`config.mk`:
```
export PLATFORM = sky130hd
export DESIGN_NAME = uart_cmd_framer
export DESIGN_NICKNAME = d
export VERILOG_FILES = /design/src/rtl/uart_cmd_framer.sv
export SDC_FILE = /design/constraint.sdc
export NUM_CORES = 1
export LEC_CHECK = 0
export BUFFER_PORTS_ARGS = -buffer_cell sky130_fd_sc_hd__buf_2
export CAP_MARGIN = 20
export CORE_UTILIZATION = 45
export DETAILED_ROUTE_END_ITERATION = 6
export GPL_TIMING_DRIVEN = 0
export PLACE_DENSITY_LB_ADDON = 0.2
export SYNTH_ARGS = -nofsm -noshare
export SYNTH_HDL_FRONTEND = slang
export SYNTH_SLANG_ARGS = --single-unit
```
`constraint.sdc`:
```
create_clock -name clk -period 2.4 [get_ports clk]
set_input_delay 0.36 -clock clk [delete_from_list [all_inputs] [get_ports clk]]
set_output_delay 0.36 -clock clk [all_outputs]
set_load 0.05 [all_outputs]
```
`src/rtl/uart_cmd_framer.sv`:
```
// UART command/response framer: 8N1 serial core plus an RX command assembler and a TX response
// serialiser. CLKS_PER_BIT sets the bit period in clk cycles.
module uart_cmd_framer #(
  parameter int CMD_BYTES    = 2,
  parameter int RESP_BYTES   = 1,
  parameter int TIMEOUT_CYC  = 65536,
  parameter int CLKS_PER_BIT = 16
) (
  input  logic                    clk,
  input  logic                    rst_n,
  input  logic                    RX,
  output logic                    TX,
  input  logic                    clr_cmd_rdy,
  output logic [8*CMD_BYTES-1:0]  cmd,
  output logic                    cmd_rdy,
  output logic                    frame_err,
  output logic                    overrun,
  input  logic                    send_resp,
  input  logic [8*RESP_BYTES-1:0] resp,
  output logic                    tx_busy,
  output logic                    resp_sent
);
  localparam int CW     = 8*CMD_BYTES;
  localparam int RW     = 8*RESP_BYTES;
  localparam int CNT_W  = $clog2(CMD_BYTES+1);
  localparam int BCNT_W = $clog2(RESP_BYTES+1);
  localparam int BAUD_W = $clog2(CLKS_PER_BIT+1);
  localparam logic [BAUD_W-1:0] BAUD_LAST = BAUD_W'(CLKS_PER_BIT-1);
  localparam logic [BAUD_W-1:0] BAUD_HALF = BAUD_W'(CLKS_PER_BIT/2);
  localparam logic [31:0]       TMO_LAST  = 32'(TIMEOUT_CYC-1);

  typedef enum logic [1:0] {RX_IDLE, RX_COLLECT, RX_HOLD} rx_state_t;
  typedef enum logic [1:0] {TX_IDLE, TX_LOAD, TX_GUARD, TX_WAIT} tx_state_t;

  logic              urx_meta_q, urx_sync_q, urx_busy_q, urx_rdy_q;
  logic [BAUD_W-1:0] urx_baud_q;
  logic [3:0]        urx_bit_q;
  logic [7:0]        urx_shift_q;
  logic              utx_busy_q, utx_done_q;
  logic [BAUD_W-1:0] utx_baud_q;
  logic [3:0]        utx_bit_q;
  logic [8:0]        utx_shift_q;

  rx_state_t         rx_state_q;
  logic [CNT_W-1:0]  cnt_q;
  logic [31:0]       timer_q;
  logic [CW-1:0]     cmd_q;
  logic              cmd_rdy_q, frame_err_q, overrun_q, clr_rdy_q;
  logic              byte_ok;
  logic [CW-1:0]     cmd_shift;

  tx_state_t         tx_state_q;
  logic [BCNT_W-1:0] bcnt_q;
  logic [RW-1:0]     shreg_q;
  logic [7:0]        tx_data_q;
  logic              trmt_q, tx_busy_q, resp_sent_q;

  // Serial receiver: samples mid-bit; rdy holds until acknowledged or a new start bit arrives.
  always_ff @(posedge clk or negedge rst_n) begin
    if (!rst_n) begin
      urx_meta_q  <= 1'b1;
      urx_sync_q  <= 1'b1;
      urx_busy_q  <= 1'b0;
      urx_rdy_q   <= 1'b0;
      urx_baud_q  <= '0;
      urx_bit_q   <= '0;
      urx_shift_q <= '0;
    end else begin
      urx_meta_q <= RX;
      urx_sync_q <= urx_meta_q;
      if (clr_rdy_q) urx_rdy_q <= 1'b0;
      if (!urx_busy_q) begin
        if (!urx_sync_q) begin
          urx_busy_q <= 1'b1;
          urx_rdy_q  <= 1'b0;
          urx_baud_q <= BAUD_HALF;
          urx_bit_q  <= '0;
        end
      end else if (urx_baud_q == '0) begin
        urx_baud_q <= BAUD_LAST;
        urx_bit_q  <= urx_bit_q + 4'd1;
        if (urx_bit_q != 4'd0 && urx_bit_q != 4'd9) urx_shift_q <= {urx_sync_q, urx_shift_q[7:1]};
        if (urx_bit_q == 4'd9) begin
          urx_busy_q <= 1'b0;
          urx_rdy_q  <= 1'b1;
        end
      end else begin
        urx_baud_q <= urx_baud_q - 1'b1;
      end
    end
  end

  // Serial transmitter: start bit in the LSB, ones shift in behind the data to form the stop bit.
  always_ff @(posedge clk or negedge rst_n) begin
    if (!rst_n) begin
      utx_busy_q  <= 1'b0;
      utx_done_q  <= 1'b0;
      utx_baud_q  <= '0;
      utx_bit_q   <= '0;
      utx_shift_q <= '1;
    end else if (trmt_q) begin
      utx_busy_q  <= 1'b1;
      utx_done_q  <= 1'b0;
      utx_baud_q  <= BAUD_LAST;
      utx_bit_q   <= '0;
      utx_shift_q <= {tx_data_q, 1'b0};
    end else if (utx_busy_q) begin
      if (utx_baud_q == '0) begin
        utx_baud_q  <= BAUD_LAST;
        utx_bit_q   <= utx_bit_q + 4'd1;
        utx_shift_q <= {1'b1, utx_shift_q[8:1]};
        if (utx_bit_q == 4'd9) begin
          utx_busy_q <= 1'b0;
          utx_done_q <= 1'b1;
        end
      end else begin
        utx_baud_q <= utx_baud_q - 1'b1;
      end
    end
  end

  assign TX = utx_busy_q ? utx_shift_q[0] : 1'b1;

  // The cycle after an acknowledge is locked out so a byte is not taken twice while rdy falls.
  assign byte_ok   = urx_rdy_q & ~clr_rdy_q;
  assign cmd_shift = (cmd_q << 8) | CW'(urx_shift_q);

  always_ff @(posedge clk or negedge rst_n) begin
    if (!rst_n) begin
      rx_state_q  <= RX_IDLE;
      cnt_q       <= '0;
      timer_q     <= '0;
      cmd_q       <= '0;
      cmd_rdy_q   <= 1'b0;
      frame_err_q <= 1'b0;
      overrun_q   <= 1'b0;
      clr_rdy_q   <= 1'b0;
    end else begin
      clr_rdy_q   <= byte_ok;
      frame_err_q <= 1'b0;
      overrun_q   <= 1'b0;
      case (rx_state_q)
        RX_IDLE: if (byte_ok) begin
          cmd_q   <= cmd_shift;
          cnt_q   <= CNT_W'(1);
          timer_q <= '0;
          if (CMD_BYTES == 1) begin
            rx_state_q <= RX_HOLD;
            cmd_rdy_q  <= 1'b1;
          end else begin
            rx_state_q <= RX_COLLECT;
          end
        end
        RX_COLLECT: begin
          if (clr_cmd_rdy) begin
            cnt_q      <= '0;
            rx_state_q <= RX_IDLE;
          end else if (byte_ok) begin
            cmd_q   <= cmd_shift;
            cnt_q   <= cnt_q + 1'b1;
            timer_q <= '0;
            if (cnt_q == CNT_W'(CMD_BYTES-1)) begin
              rx_state_q <= RX_HOLD;
              cmd_rdy_q  <= 1'b1;
            end
          end else if (TIMEOUT_CYC != 0 && timer_q == TMO_LAST) begin
            frame_err_q <= 1'b1;
            cnt_q       <= '0;
            rx_state_q  <= RX_IDLE;
          end else if (timer_q != '1) begin
            timer_q <= timer_q + 32'd1;
          end
        end
        RX_HOLD: begin
          if (byte_ok) overrun_q <= 1'b1;
          if (clr_cmd_rdy) begin
            cmd_rdy_q  <= 1'b0;
            cnt_q      <= '0;
            rx_state_q <= RX_IDLE;
          end
        end
        default: rx_state_q <= RX_IDLE;
      endcase
    end
  end

  // TX_GUARD skips the cycle where the previous byte's tx_done is still visible.
  always_ff @(posedge clk or negedge rst_n) begin
    if (!rst_n) begin
      tx_state_q  <= TX_IDLE;
      bcnt_q      <= '0;
      shreg_q     <= '0;
      tx_data_q   <= '0;
      trmt_q      <= 1'b0;
      tx_busy_q   <= 1'b0;
      resp_sent_q <= 1'b0;
    end else begin
      trmt_q      <= 1'b0;
      resp_sent_q <= 1'b0;
      case (tx_state_q)
        TX_IDLE: if (send_resp) begin
          shreg_q    <= resp;
          bcnt_q     <= '0;
          tx_busy_q  <= 1'b1;
          tx_state_q <= TX_LOAD;
        end
        TX_LOAD: begin
          trmt_q     <= 1'b1;
          tx_data_q  <= shreg_q[RW-1 -: 8];
          tx_state_q <= TX_GUARD;
        end
        TX_GUARD: tx_state_q <= TX_WAIT;
        TX_WAIT: if (utx_done_q) begin
          shreg_q <= shreg_q << 8;
          bcnt_q  <= bcnt_q + 1'b1;
          if (bcnt_q == BCNT_W'(RESP_BYTES-1)) begin
            resp_sent_q <= 1'b1;
            tx_busy_q   <= 1'b0;
            tx_state_q  <= TX_IDLE;
          end else begin
            tx_state_q <= TX_LOAD;
          end
        end
        default: tx_state_q <= TX_IDLE;
      endcase
    end
  end

  assign cmd       = cmd_q;
  assign cmd_rdy   = cmd_rdy_q;
  assign frame_err = frame_err_q;
  assign overrun   = overrun_q;
  assign tx_busy   = tx_busy_q;
  assign resp_sent = resp_sent_q;
endmodule

```
* After elaboration in Yosys (flattened, before gate mapping)
Cells that the tools add are included.
Operators by class: add/subtract/negate cells 7, equality and inequality tests 25, muxes and demuxes 81, bitwise logic cells 3, reductions and logical operators 25
Operator list (count):
- 32-bit 2-to-1 mux | 5
- 32-bit one-hot mux with 2 select lines | 1
- 1-bit 2-to-1 mux | 38
- 32-bit by 1-bit adder with 32-bit output (second input constant) | 1
- 32-bit by 16-bit equality test with 1-bit output (second input constant) | 1
- 16-bit 2-to-1 mux | 2
- 32-bit inequality test (second input constant) | 1
- 16-bit one-hot mux with 2 select lines | 1
- 5-bit 2-to-1 mux | 6
- 9-bit 2-to-1 mux | 3
- 4-bit 2-to-1 mux | 6
- 2-bit 2-to-1 mux | 10
- 8-bit 2-to-1 mux | 2
- 2-bit inequality test (second input constant) | 8
- 16-bit by 8-bit bitwise OR with 16-bit output | 1
- 8-bit one-hot mux with 2 select lines | 1
- 4-bit inequality test (second input constant) | 3
- 2-bit one-hot mux with 3 select lines | 2
- 4-bit AND reduction | 3
- 2-bit nonzero test | 6
- 5-bit zero test | 2
- 5-bit AND reduction | 2
- 5-bit by 1-bit subtractor with 5-bit output (second input constant) | 2
- 3-bit AND reduction | 3
- 17 further kinds | 31
Word-level totals: register bits 119, input port bits 13, output and inout bits 22, logic and storage cells 168

* Depth between registers and ports, before layout
Gate-level depths: netlist of the first run.
depth in word-level cells 6, depth in mapped cells 8, gate-level depth less buffers 7

* Least setup slack after synthesis of the first run
OpenSTA, ideal clock, no wires.
kind reg2reg, start point reg timer_q[0], end point reg timer_q[24], library setup time 119 ps, arrival 1875 ps, data required time 2281 ps, slack 406 ps, cell stages (with the launch flop) 9, buffers on the path 2, period minus slack after synthesis 1994 ps, path through dfrtp_1 -> ha_1 -> nand4_1 -> or4_4 -> buf_6 -> o21a_4 -> buf_6 -> a31oi_1 -> o21ba_1
On the way: cells in the longest elaborated chain, start to end 6, elaborated cells on any way between the ends 11, those cells by class 1 x add/sub; 4 x eq/ne; 5 x mux; 1 x reduce/logical
Ends and longest elaborated chain:
- from (decl) | line 46 | logic [31:0] timer_q;
- from (signal assigned) | line 171 | timer_q <= timer_q + 32'd1;
- 32-bit by 1-bit adder with 32-bit output | line 171
- 32-bit 2-to-1 mux | line 170 | end else if (timer_q != '1) begin
- 32-bit 2-to-1 mux | line 166 | end else if (TIMEOUT_CYC != 0 && timer_q == TMO_LAST) begin
- 32-bit 2-to-1 mux | line 158 | end else if (byte_ok) begin
- 32-bit 2-to-1 mux | line 155 | if (clr_cmd_rdy) begin
- 32-bit one-hot mux with 2 select lines | line 142 | case (rx_state_q)
Several ways; a longest one is shown, not always the timed one. The select of a mux whose other input is x is not followed. A chain may end at the register's enable or synchronous reset.

* Final worst setup path of the first run
start point reg timer_q[23], end point reg timer_q[23]
Same word-level chain as after synthesis.

==> results_tabular.tex, run 1 <==
\begin{tabular}{lr}
\hline
Metric & Value \\
\hline
\multicolumn{2}{l}{\textbf{Placement}} \\
Placement Setup Slack & -0.245 ns \\
IO buf count & 33 \\
Number of placed cells counting well taps & 767 \\
HPWL reported at the end of detailed placement & 8110 um \\
Routability-driven placement congestion ratio & 0.836 \\
\multicolumn{2}{l}{\textbf{Critical path}} \\
Reg-to-reg slack, setup & 0.08 ns \\
Setup CP Type & register to register \\
Critical path data required time & 2.67 ns \\
Maximum fanout along the worst path & 10 \\
Element type at the critical path start & register \\
Crit path capture type & register \\
Launch point of the worst reg-to-reg path & timer\_q[23]\$\_DFFE\_PN0P\_ \\
Worst r2r dst & timer\_q[23]\$\_DFFE\_PN0P\_ \\
Data arrival time at the worst-slack endpoint & 2.59 ns \\
Length in cells of the worst reg-to-reg path & 7 \\
\multicolumn{2}{l}{\textbf{CTS}} \\
Number of sinks on the clock net & 119 \\
Clock tree root buffer cell & sky130\_fd\_sc\_hd\_\_clkbuf\_16 \\
Clock tree from TritonCTS & done \\
Clock transition at path regs & 0.05 ns \\
Clock buffer depth & 2 \\
Clock insertion delay at the later pin of the skew report & 0.42 ns \\
Level count of the clock H-tree & 4 \\
Clock buffer count from CTS & 17 \\
\multicolumn{2}{l}{\textbf{Drt}} \\
Number of search-and-repair iterations in the first detailed-routing pass & 5 \\
DRC violations left & 0 \\
Routed wire length per instance & 15.0 um \\
Initial DRC Count & 347 \\
Post-Route WL & 12000 um \\
Via count normalized by instance count & 5.60 \\
Antenna viol nets, final & 0 \\
Vias & 4499 \\
\multicolumn{2}{l}{\textbf{Synthesis}} \\
Async set-reset flop share out of synthesis & 100\% \\
Post-synthesis sequential element count & 119 \\
Count of mapped cells out of synthesis & 561 \\
Number of enable-type register cells in the synthesized netlist & 0 \\
Post-synthesis net count & 587 \\
Post-synthesis area per instance & 10.5 sq um \\
Most frequently used flop master after synthesis & sky130\_fd\_sc\_hd\_\_dfrtp\_1 \\
Number of library cell types mapped by synthesis & 56 \\
Synthesized area & 0.00586 sq mm \\
Yosys warning total & 0 \\
Share of synthesized area occupied by flip-flops and latches & 51.0\% \\
\multicolumn{2}{l}{\textbf{Power and ir drop}} \\
Leakage power figure & 3.22 nW \\
VDD IR max & 0.502 mV \\
P per Cell Area & 705 mW/mm\^{}2 \\
\multicolumn{2}{l}{\textbf{Timing}} \\
Final Critical Period & 2.32 ns \\
Transition time of the tightest slew-check pin & 0.769 ns \\
Final Worst Setup Slack & 0.0776 ns \\
Number of setup violations in the final report & 0 \\
Worst Skew & 0.00581 ns \\
Post-Route Hold Slack & 0.0451 ns \\
Fmax & 0.431 GHz \\
Final worst-path cycle share & 96.8\% \\
Slew headroom & 48.5\% \\
Unrepaired setup endpoints after global routing & yes \\
Final count of pins violating max slew & 0 \\
Number of failing hold endpoints at the final stage & 0 \\
\multicolumn{2}{l}{\textbf{Flow run}} \\
Max\_cap viols & 0 \\
\multicolumn{2}{l}{\textbf{Floorplan}} \\
Num rows & 41 \\
Total I/O pin count & 35 \\
Die extent in y & 116 um \\
Die span in x & 116 um \\
Effective utilization at floorplan & 46.3\% \\
Area inside the core boundary & 0.0127 sq mm \\
Floorplan die area & 0.0135 sq mm \\
\multicolumn{2}{l}{\textbf{Global route}} \\
Initial antenna violation count & 0 \\
Vias in the first global route & 4259 \\
Global Route Usage Sum & 19.9\% \\
GRT overflow & 0 \\
Wire length of the first global-routing pass & 20600 um \\
Largest net degree at the start of global routing & 83 \\
\multicolumn{2}{l}{\textbf{Finish}} \\
Most frequent cells in the layout & sky130\_fd\_sc\_hd\_\_dfrtp\_1, sky130\_fd\_sc\_hd\_\_nand2\_1, sky130\_fd\_sc\_hd\_\_o21ai\_0, sky130\_fd\_sc\_hd\_\_buf\_2, sky130\_fd\_sc\_hd\_\_mux2\_2 \\
Filler instances & 1108 \\
Fin cells & 803 \\
Most common library cell in the layout ignoring fill and taps & sky130\_fd\_sc\_hd\_\_dfrtp\_1 \\
Final layout net count & 644 \\
Number of diodes & 0 \\
Area Overhead vs Synth & 19.2\% \\
Ratio of cells with drive above 1 in the final layout & 22.3\% \\
\multicolumn{2}{l}{\textbf{Hold path}} \\
Worst min-delay path startpoint & RX \\
Tightest Hold Check Type & primary input to register \\
End point of the most critical hold path & urx\_meta\_q\$\_DFF\_PN1\_ \\
Hold-critical path depth & 1 \\
\multicolumn{2}{l}{\textbf{Status}} \\
Result of the run & finished clean \\
\hline
\end{tabular}
==> metal layers <==
layer	GRT usage (%)	share of wire [%]	up-vias
li1	-	-	2147
met1	27.1	48	2207
met2	30.1	46	130
met3	5.66	4.8	15
met4	8.21	1.4	0
met5	0	0	-
==> power by group <==
part	internal, W	switching [W]
clock network	0.00193	0.000900
registers	0.00202	0.00000871
logic	0.0000204	0.0000501
total	0.00397	0.000959
==> cells in the mapped netlist (3+ instances only) <==
master / number / area [sq um]
sky130_fd_sc_hd__a211oi_1: 3 / 22.5
sky130_fd_sc_hd__a21boi_0: 7 / 52.6
sky130_fd_sc_hd__a21o_1: 4 / 30.0
sky130_fd_sc_hd__a21oi_1: 15 / 75.1
sky130_fd_sc_hd__a2bb2oi_1: 7 / 61.3
sky130_fd_sc_hd__a31oi_1: 22 / 138
sky130_fd_sc_hd__and2_1: 3 / 18.8
sky130_fd_sc_hd__and3_1: 12 / 75.1
sky130_fd_sc_hd__and4_1: 4 / 35.0
sky130_fd_sc_hd__buf_2: 4 / 20.0
sky130_fd_sc_hd__buf_4: 11 / 82.6
sky130_fd_sc_hd__clkbuf_1: 17 / 63.8
sky130_fd_sc_hd__dfrtp_1: 108 / 2700
sky130_fd_sc_hd__dfstp_2: 11 / 289
sky130_fd_sc_hd__ha_1: 13 / 163
sky130_fd_sc_hd__inv_1: 15 / 56.3
sky130_fd_sc_hd__mux2_2: 33 / 372
sky130_fd_sc_hd__mux2i_1: 11 / 110
sky130_fd_sc_hd__nand2_1: 58 / 218
sky130_fd_sc_hd__nand2b_1: 15 / 93.8
sky130_fd_sc_hd__nand3_1: 12 / 60.1
sky130_fd_sc_hd__nand3b_1: 3 / 22.5
sky130_fd_sc_hd__nand4_1: 17 / 106
sky130_fd_sc_hd__nor2_1: 21 / 78.8
sky130_fd_sc_hd__nor2b_1: 5 / 31.3
sky130_fd_sc_hd__nor3_1: 22 / 110
sky130_fd_sc_hd__nor3b_1: 3 / 22.5
sky130_fd_sc_hd__nor4_1: 12 / 75.1
sky130_fd_sc_hd__o21a_1: 5 / 37.5
sky130_fd_sc_hd__o21ai_0: 38 / 190
sky130_fd_sc_hd__o22a_1: 8 / 70.1
sky130_fd_sc_hd__o31ai_1: 3 / 22.5
sky130_fd_sc_hd__or2_2: 4 / 25.0
sky130_fd_sc_hd__xnor2_1: 4 / 35.0
sky130_fd_sc_hd__xor2_1: 5 / 43.8
==> critical path, cell delays in order, from the launching register on <==
cell and delay, ns:
sky130_fd_sc_hd__dfrtp_1 0.32, sky130_fd_sc_hd__clkbuf_1 0.31, sky130_fd_sc_hd__nand4_1 0.17, sky130_fd_sc_hd__nor4_2 0.42, sky130_fd_sc_hd__nand4_1 0.29, sky130_fd_sc_hd__clkbuf_1 0.33, sky130_fd_sc_hd__a41oi_1 0.27, sky130_fd_sc_hd__a31oi_1 0.06
==> per-stage QoR <==
| step | util (%) | TNS [ns] | area [sq um] | power [W] |
|---|---|---|---|---|
| final | 55.2 | 0 | 6990 | 0.00493 |
| after CTS | 55.0 | 0 | 6970 | 0.00498 |
| after global routing | 55.2 | -0.0155 | 6990 | 0.00509 |
| after floorplan | - | 0 | 5860 | 0.00207 |
| after global placement | 49.3 | -55.42 | 6240 | 0.00213 |
| after detailed placement | 49.6 | -2.19 | 6280 | 0.00213 |
==> how the worst max path moves through the flow <==
| stage | from | to | slack (ns) | cells past startpoint |
|---|---|---|---|---|
| after floorplan | timer_q[0]$_DFFE_PN0P_ | timer_q[24]$_DFFE_PN0P_ | 0.41 | 8 |
| after global placement | rst_n | timer_q[13]$_DFFE_PN0P_ | -0.50 | 1 |
| after detailed placement | timer_q[23]$_DFFE_PN0P_ | timer_q[23]$_DFFE_PN0P_ | -0.25 | 7 |
| after CTS | timer_q[16]$_DFFE_PN0P_ | timer_q[25]$_DFFE_PN0P_ | 0.04 | 7 |
| after global routing | timer_q[23]$_DFFE_PN0P_ | timer_q[23]$_DFFE_PN0P_ | -0.02 | 7 |
| final | timer_q[23]$_DFFE_PN0P_ | timer_q[23]$_DFFE_PN0P_ | 0.08 | 7 |
==> flip-flops by register name (all words and copies together) (netlist names), 4 cells and up <==
name,count
urx_baud_q,5
utx_shift_q,9
utx_bit_q,4
utx_baud_q,5
tx_data_q,8
timer_q,32
urx_bit_q,4
shreg_q,8
urx_shift_q,8
cmd,16
==> what timing repair did <==
item / CTS / global route
buffers inserted: 1 / 2
hold buffers: 1 / 0
pin swaps: 1 / 2
setup endpoints to repair: 19 / 36
gates resized for setup: 1 / 2
hold endpoints to repair: 35 / 0
==> kinds of logic after synthesis <==
| group | share of synthesized area (%) |
|---|---|
| simple gates | 17.9 |
| compound gates | 14.5 |
| flops | 51.0 |
| buf+inv | 4.25 |
| mux | 8.21 |
| fa+ha+maj | 2.77 |
| xor+xnor | 1.34 |
==> area by class of cell <==
class	instances	area, sq um	share of cell area (%)
Sequential cell	119	2990	42.8
Multi-Input combinational cell	392	2640	37.7
Clock buffer	22	474	6.78
Timing Repair Buffer	38	231	3.31
Tap cell	172	215	3.08
Buffer	35	194	2.77
Clock inverter	10	191	2.74
Inverter	15	56.3	0.805
Power figures use the tool's default switching activity.
==> run 2, diff against run 1 <==
--- a/config.mk
+++ b/config.mk
@@ -7,6 +7,8 @@
 export LEC_CHECK = 0
 export BUFFER_PORTS_ARGS = -buffer_cell sky130_fd_sc_hd__buf_2
 export CAP_MARGIN = 20
+export CELL_PAD_IN_SITES_DETAIL_PLACEMENT = 1
+export CELL_PAD_IN_SITES_GLOBAL_PLACEMENT = 1
 export CORE_UTILIZATION = 45
 export DETAILED_ROUTE_END_ITERATION = 6
 export GPL_TIMING_DRIVEN = 0
==> results_tabular.tex, run 2 (synthesis gave the netlist of run 1 again) <==
\begin{tabular}{lr}
\hline
Metric & Value \\
\hline
\multicolumn{2}{l}{\textbf{Finish}} \\
Seq. cell area & 0.00299 sq mm (unchanged) \\
Number of diodes & 0 (unchanged) \\
Filler instances & 1418 (+28\%) \\
Fin cells & 807 (+0.50\%) \\
Area of combinational cells with multiple inputs & 0.00264 sq mm (+0.24\%) \\
Flip-flop count of the largest register, all copies and words added & 32 (unchanged) \\
Most frequent cells in the layout & sky130\_fd\_sc\_hd\_\_dfrtp\_1, sky130\_fd\_sc\_hd\_\_nand2\_1, sky130\_fd\_sc\_hd\_\_o21ai\_0, sky130\_fd\_sc\_hd\_\_buf\_2, sky130\_fd\_sc\_hd\_\_mux2\_2 \\
Reg with most FFs & timer\_q \\
Final layout net count & 648 (+0.62\%) \\
Ratio of cells with drive above 1 in the final layout & 23.0\% (+0.65 points) \\
Most common library cell in the layout ignoring fill and taps & sky130\_fd\_sc\_hd\_\_dfrtp\_1 \\
Area Overhead vs Synth & 19.0\% \\
\multicolumn{2}{l}{\textbf{Timing}} \\
Worst Skew & 0.00807 ns (+0.00227 ns) \\
Post-Route Hold Slack & 0.0334 ns (-0.0117 ns) \\
Fmax & 0.438 GHz (+1.8\%) \\
Slew headroom & 41.9\% (-6.6 points) \\
Total Neg Setup Slack & 0 ns (unchanged) \\
Final worst-path cycle share & 95.1\% (-1.7 points) \\
Transition time of the tightest slew-check pin & 0.867 ns (+0.0989 ns) \\
Number of failing hold endpoints at the final stage & 0 (unchanged) \\
Final Critical Period & 2.28 ns (-0.0400 ns) \\
Unrepaired setup endpoints after global routing & no \\
Final count of pins violating max slew & 0 (unchanged) \\
Number of setup violations in the final report & 0 (unchanged) \\
\multicolumn{2}{l}{\textbf{Drt}} \\
Number of search-and-repair iterations in the first detailed-routing pass & 4 (-1) \\
Vias & 4548 (+1.1\%) \\
Via count normalized by instance count & 5.64 (+0.59\%) \\
DRC violations left & 0 (unchanged) \\
Initial DRC Count & 219 (-37\%) \\
Antenna viol nets, final & 0 (unchanged) \\
Routed wire length per instance & 18.2 um (+21\%) \\
Post-Route WL & 14700 um (+22\%) \\
\multicolumn{2}{l}{\textbf{Hold path}} \\
Tightest Hold Check Type & primary input to register \\
\multicolumn{2}{l}{\textbf{Critical path}} \\
Critical path data required time & 2.73 ns (+0.06 ns) \\
Data arrival time at the worst-slack endpoint & 2.61 ns (+0.02 ns) \\
Crit path capture type & register \\
Setup CP Type & register to register \\
Element type at the critical path start & register \\
Maximum fanout along the worst path & 10 (unchanged) \\
\multicolumn{2}{l}{\textbf{CTS}} \\
Clock buffer depth & 2 (unchanged) \\
Clock tree from TritonCTS & done \\
Clock transition at path regs & 0.06 ns (about the same) \\
Level count of the clock H-tree & 4 (unchanged) \\
Clock insertion delay at the later pin of the skew report & 0.42 ns (about the same) \\
Number of sinks on the clock net & 119 (unchanged) \\
Clock buffer count from CTS & 17 (unchanged) \\
Clock tree root buffer cell & sky130\_fd\_sc\_hd\_\_clkbuf\_16 \\
\multicolumn{2}{l}{\textbf{Floorplan}} \\
Die extent in y & 116 um (unchanged) \\
Num rows & 41 (unchanged) \\
Die span in x & 116 um (unchanged) \\
Floorplan die area & 0.0135 sq mm (unchanged) \\
Area inside the core boundary & 0.0127 sq mm (unchanged) \\
Effective utilization at floorplan & 46.3\% (unchanged) \\
Total I/O pin count & 35 (unchanged) \\
\multicolumn{2}{l}{\textbf{Placement}} \\
IO buf count & 33 (unchanged) \\
HPWL reported at the end of detailed placement & 9610 um (+19\%) \\
Number of placed cells counting well taps & 767 (unchanged) \\
Routability-driven placement congestion ratio & 0.874 (+4.5\%) \\
\multicolumn{2}{l}{\textbf{Global route}} \\
GRT overflow & 0 (unchanged) \\
Wire length of the first global-routing pass & 24600 um (+19\%) \\
Initial antenna violation count & 0 (unchanged) \\
Global Route Usage Sum & 24.1\% (+4.1 points) \\
Largest net degree at the start of global routing & 95 (+14\%) \\
Vias in the first global route & 4832 (+13\%) \\
\multicolumn{2}{l}{\textbf{Power and ir drop}} \\
Leakage power figure & 3.23 nW (+0.18\%) \\
VDD IR max & 0.459 mV (-8.6\%) \\
P per Cell Area & 681 mW/mm\^{}2 (-3.4\%) \\
\multicolumn{2}{l}{\textbf{Status}} \\
Result of the run & finished clean \\
\multicolumn{2}{l}{\textbf{Flow run}} \\
Max\_cap viols & 0 (unchanged) \\
\hline
\end{tabular}
run 2: cell types whose count changed in the layout (fill, tap and decap cells not counted), sizes merged:
cell	before	now
clkbuf	40	39
inv	16	17
clkinv	2	1
bufinv	5	3
clkinvlp	2	4
buf	54	59
run 2: final cells by class:
cell class              instances  share of cell area (%)
clock inverters                10                    2.04
multi-input cells             392                    37.9
flip-flops and latches        119                    42.9
clock buffers                  22                    6.79
inverters                      15                   0.807
repair buffers                 42                    3.75
plain buffers                  35                    2.78
well taps                     172                    3.08
run 2: final timing paths:
| path | start | cells after the start | slack [ns] | to |
|---|---|---|---|---|
| max in group asynchronous | rst_n | 3 | 1.27 | urx_meta_q$_DFF_PN1_ |
| min in group asynchronous | rst_n | 2 | 0.38 | timer_q[19]$_DFFE_PN0P_ |
| hold reg to reg | urx_meta_q$_DFF_PN1_ | 0 | 0.36 | urx_sync_q$_DFF_PN1_ |
| hold / removal | RX | 1 | 0.03 | urx_meta_q$_DFF_PN1_ |
| setup reg to reg | timer_q[23]$_DFFE_PN0P_ | 8 | 0.12 | timer_q[3]$_DFFE_PN0P_ |
| setup / recovery | timer_q[23]$_DFFE_PN0P_ | 8 | 0.12 | timer_q[3]$_DFFE_PN0P_ |
run 2: worst max-delay path, cell delays in order, from the launching register on:
cell and delay [ns]:
sky130_fd_sc_hd__dfrtp_1 0.32, sky130_fd_sc_hd__clkbuf_1 0.33, sky130_fd_sc_hd__nand4_1 0.21, sky130_fd_sc_hd__nor4_4 0.35
sky130_fd_sc_hd__and4_1 0.25, sky130_fd_sc_hd__buf_2 0.17, sky130_fd_sc_hd__a211oi_1 0.07, sky130_fd_sc_hd__buf_2 0.23
sky130_fd_sc_hd__a31oi_1 0.24
run 2: routing by layer:
layer / vias to the layer above / GRT usage [%] / wire (um)
li1: 2151 / - / -
met1: 2287 / 30.5 / 6470
met2: 86 / 39.5 / 7350
met3: 24 / 5.66 / 568
met4: 0 / 10.7 / 272
met5: - / 0 / 0
run 2: power breakdown:
group / internal, W / switching, W / total, W / leakage, nW
combinational: 0.0000206 / 0.0000522 / 0.0000728 / 1.37
clock: 0.00172 / 0.000933 / 0.00265 / 0.289
sequential: 0.00202 / 0.00000965 / 0.00203 / 1.57
run 2: repair_timing:
action | CTS | global route
pin swaps | 2 | 3
hold buffers | 1 | 0
endpoints found under the hold margin | 25 | 0
buffers inserted | 1 | 6
setup endpoints to repair | 15 | 30
gates resized for setup | 2 | 2
run 2: metrics by stage:
stage               setup WS (ns)  area (sq um)  util (%)  total power, W
global route              0.00266          6980      55.1         0.00490
detailed placement         -0.192          6280      49.6         0.00214
floorplan                   0.406          5860         -         0.00207
finish                      0.118          6980      55.1         0.00475
global placement           -0.530          6240      49.3         0.00213
CTS                        0.0752          6920      54.6         0.00480
==> run 3, diff against run 2 <==
--- a/config.mk
+++ b/config.mk
@@ -10,9 +10,11 @@
 export CELL_PAD_IN_SITES_DETAIL_PLACEMENT = 1
 export CELL_PAD_IN_SITES_GLOBAL_PLACEMENT = 1
 export CORE_UTILIZATION = 45
+export CTS_CLUSTER_DIAMETER = 200
 export DETAILED_ROUTE_END_ITERATION = 6
 export GPL_TIMING_DRIVEN = 0
 export PLACE_DENSITY_LB_ADDON = 0.2
+export RECOVER_POWER = 25
 export SYNTH_ARGS = -nofsm -noshare
 export SYNTH_HDL_FRONTEND = slang
 export SYNTH_SLANG_ARGS = --single-unit
==> results_tabular.tex, run 3 (synthesis gave the netlist of run 1 again) <==
\begin{tabular}{lr}
\hline
Metric & Value \\
\hline
\multicolumn{2}{l}{\textbf{Floorplan}} \\
Total I/O pin count & 35 (unchanged) \\
Die extent in y & 116 um (unchanged) \\
Die span in x & 116 um (unchanged) \\
Floorplan die area & 0.0135 sq mm (unchanged) \\
Num rows & 41 (unchanged) \\
Effective utilization at floorplan & 46.3\% (unchanged) \\
Area inside the core boundary & 0.0127 sq mm (unchanged) \\
\multicolumn{2}{l}{\textbf{Critical path}} \\
Data arrival time at the worst-slack endpoint & 2.62 ns (about the same) \\
Maximum fanout along the worst path & 10 (unchanged) \\
Critical path data required time & 2.72 ns (about the same) \\
Worst r2r dst & timer\_q[3]\$\_DFFE\_PN0P\_ \\
Length in cells of the worst reg-to-reg path & 8 (unchanged) \\
Element type at the critical path start & register \\
Reg-to-reg slack, setup & 0.11 ns (about the same) \\
Launch point of the worst reg-to-reg path & timer\_q[23]\$\_DFFE\_PN0P\_ \\
Crit path capture type & register \\
Setup CP Type & register to register \\
\multicolumn{2}{l}{\textbf{Drt}} \\
Initial DRC Count & 219 (unchanged) \\
Post-Route WL & 14700 um (+0.29\%) \\
DRC violations left & 0 (unchanged) \\
Vias & 4550 (+0.044\%) \\
Number of search-and-repair iterations in the first detailed-routing pass & 5 (+1) \\
Via count normalized by instance count & 5.64 (about the same) \\
Antenna viol nets, final & 0 (unchanged) \\
Routed wire length per instance & 18.2 um (+0.29\%) \\
\multicolumn{2}{l}{\textbf{Placement}} \\
IO buf count & 33 (unchanged) \\
Cell area after placement & 0.00628 sq mm (unchanged) \\
Routability-driven placement congestion ratio & 0.874 (unchanged) \\
HPWL reported at the end of detailed placement & 9610 um (unchanged) \\
\multicolumn{2}{l}{\textbf{Hold path}} \\
Worst min-delay path startpoint & RX \\
Tightest Hold Check Type & primary input to register \\
Hold-critical path depth & 1 (unchanged) \\
End point of the most critical hold path & urx\_meta\_q\$\_DFF\_PN1\_ \\
\multicolumn{2}{l}{\textbf{Timing}} \\
Slew headroom & -7.60\% (-50 points) \\
Worst Skew & 0.00796 ns (-0.000113 ns) \\
Final count of pins violating max slew & 26 (+26) \\
Fmax & 0.436 GHz (-0.49\%) \\
Transition time of the tightest slew-check pin & 1.61 ns (+0.747 ns) \\
Total Neg Setup Slack & 0 ns (unchanged) \\
Number of setup violations in the final report & 0 (unchanged) \\
Final Critical Period & 2.29 ns (+0.0112 ns) \\
Final worst-path cycle share & 95.6\% (+0.47 points) \\
Number of failing hold endpoints at the final stage & 0 (unchanged) \\
\multicolumn{2}{l}{\textbf{Status}} \\
Violated checks & capacitance limit, slew limit \\
Result of the run & finished, violations left \\
\multicolumn{2}{l}{\textbf{Global route}} \\
GRT overflow & 0 (unchanged) \\
Wire length of the first global-routing pass & 24600 um (unchanged) \\
Largest net degree at the start of global routing & 95 (unchanged) \\
Global Route Usage Sum & 24.1\% (unchanged) \\
Vias in the first global route & 4832 (unchanged) \\
Initial antenna violation count & 0 (unchanged) \\
\multicolumn{2}{l}{\textbf{Finish}} \\
Number of diodes & 0 (unchanged) \\
Non-Filler Cell Area, Final & 0.00697 sq mm (-0.13\%) \\
Most common library cell in the layout ignoring fill and taps & sky130\_fd\_sc\_hd\_\_dfrtp\_1 \\
Area Overhead vs Synth & 18.9\% \\
Final layout net count & 648 (unchanged) \\
Most frequent cells in the layout & sky130\_fd\_sc\_hd\_\_dfrtp\_1, sky130\_fd\_sc\_hd\_\_nand2\_1, sky130\_fd\_sc\_hd\_\_o21ai\_0, sky130\_fd\_sc\_hd\_\_buf\_2, sky130\_fd\_sc\_hd\_\_mux2\_2 \\
Final Core Density & 55.0\% (-0.069 points) \\
Flip-flop count of the largest register, all copies and words added & 32 (unchanged) \\
Reg with most FFs & timer\_q \\
Ratio of cells with drive above 1 in the final layout & 22.7\% (-0.31 points) \\
\multicolumn{2}{l}{\textbf{CTS}} \\
Clock tree from TritonCTS & done \\
Clock tree root buffer cell & sky130\_fd\_sc\_hd\_\_clkbuf\_16 \\
Clock transition at path regs & 0.06 ns (about the same) \\
Clock insertion delay at the later pin of the skew report & 0.42 ns (about the same) \\
Level count of the clock H-tree & 4 (unchanged) \\
Number of sinks on the clock net & 119 (unchanged) \\
Clock buffer count from CTS & 17 (unchanged) \\
Clock buffer depth & 2 (unchanged) \\
\multicolumn{2}{l}{\textbf{Flow run}} \\
Max\_cap viols & 1 (+1) \\
\multicolumn{2}{l}{\textbf{Power and ir drop}} \\
Leakage power figure & 3.22 nW (-0.18\%) \\
P per Cell Area & 682 mW/mm\^{}2 (about the same) \\
Overall power of the completed layout & 0.00475 W (about the same) \\
VDD IR max & 0.456 mV (-0.58\%) \\
\hline
\end{tabular}
run 3: cell types whose count changed in the layout (fill, tap and decap cells not counted):
cell / before / now
sky130_fd_sc_hd__clkbuf_1: 18 / 20
sky130_fd_sc_hd__buf_6: 3 / 2
sky130_fd_sc_hd__buf_2: 36 / 35
run 3: final cells by class:
cell class / instances / area (sq um)
fillers: 1418 / 5700
flip-flops and latches: 119 / 2990
multi-input cells: 392 / 2640
clock buffers: 22 / 474
repair buffers: 42 / 254
well taps: 172 / 215
plain buffers: 35 / 193
clock inverters: 10 / 143
inverters: 15 / 56.3
run 3: critical path: stages, from the launching register on:
cell	delay, ns
sky130_fd_sc_hd__dfrtp_1	0.32
sky130_fd_sc_hd__clkbuf_1	0.33
sky130_fd_sc_hd__nand4_1	0.21
sky130_fd_sc_hd__nor4_4	0.36
sky130_fd_sc_hd__and4_1	0.25
sky130_fd_sc_hd__buf_2	0.17
sky130_fd_sc_hd__a211oi_1	0.07
sky130_fd_sc_hd__buf_2	0.25
sky130_fd_sc_hd__a31oi_1	0.24
run 3: repair_timing:
item,CTS,global route
hold endpoints to repair,25,0
buffers inserted,1,6
gates cloned,0,0
hold buffers,1,0
pin swaps,2,3
gates resized for setup,2,2
endpoints found under the setup margin,15,30
run 3: layer usage:
layer  share of wire, %  GRT usage [%]  wire length [um]  vias to the layer above
met1                 45           30.5              6610                     2302
li1                   -              -                 -                     2148
met5                  0              0                 0                        -
met4                1.8           10.7               269                        0
met2                 50           39.5              7370                       77
met3                3.1           5.66               454                       23
run 3: worst max-delay path by stage:
stage                     slack (ns)                 endpoint                    start
after floorplan                 0.41  timer_q[24]$_DFFE_PN0P_   timer_q[0]$_DFFE_PN0P_
after global placement         -0.53      cmd[14]$_DFFE_PN0P_                    rst_n
after detailed placement       -0.19  timer_q[23]$_DFFE_PN0P_  timer_q[23]$_DFFE_PN0P_
after CTS                       0.08  timer_q[22]$_DFFE_PN0P_   timer_q[8]$_DFFE_PN0P_
after global routing           -0.01   timer_q[3]$_DFFE_PN0P_  timer_q[23]$_DFFE_PN0P_
final                           0.11   timer_q[3]$_DFFE_PN0P_  timer_q[23]$_DFFE_PN0P_
run 3: through the flow:
step           hold WS [ns]  setup WS, ns  std cells
6_report             0.0357         0.106        807
5_1_grt              0.0179       -0.0136        807
4_1_cts              0.0214        0.0752        801
3_5_place_dp          0.248        -0.192        767
3_3_place_gp          0.347        -0.530        766
2_1_floorplan        0.0644         0.406        561
run 3: where the power goes:
part | leakage (nW) | internal [W] | switching (W)
Combinational | 1.36 | 0.0000195 | 0.0000521
Sequential | 1.57 | 0.00202 | 0.00000966
Clock | 0.289 | 0.00172 | 0.000932
Total | 3.22 | 0.00376 | 0.000994
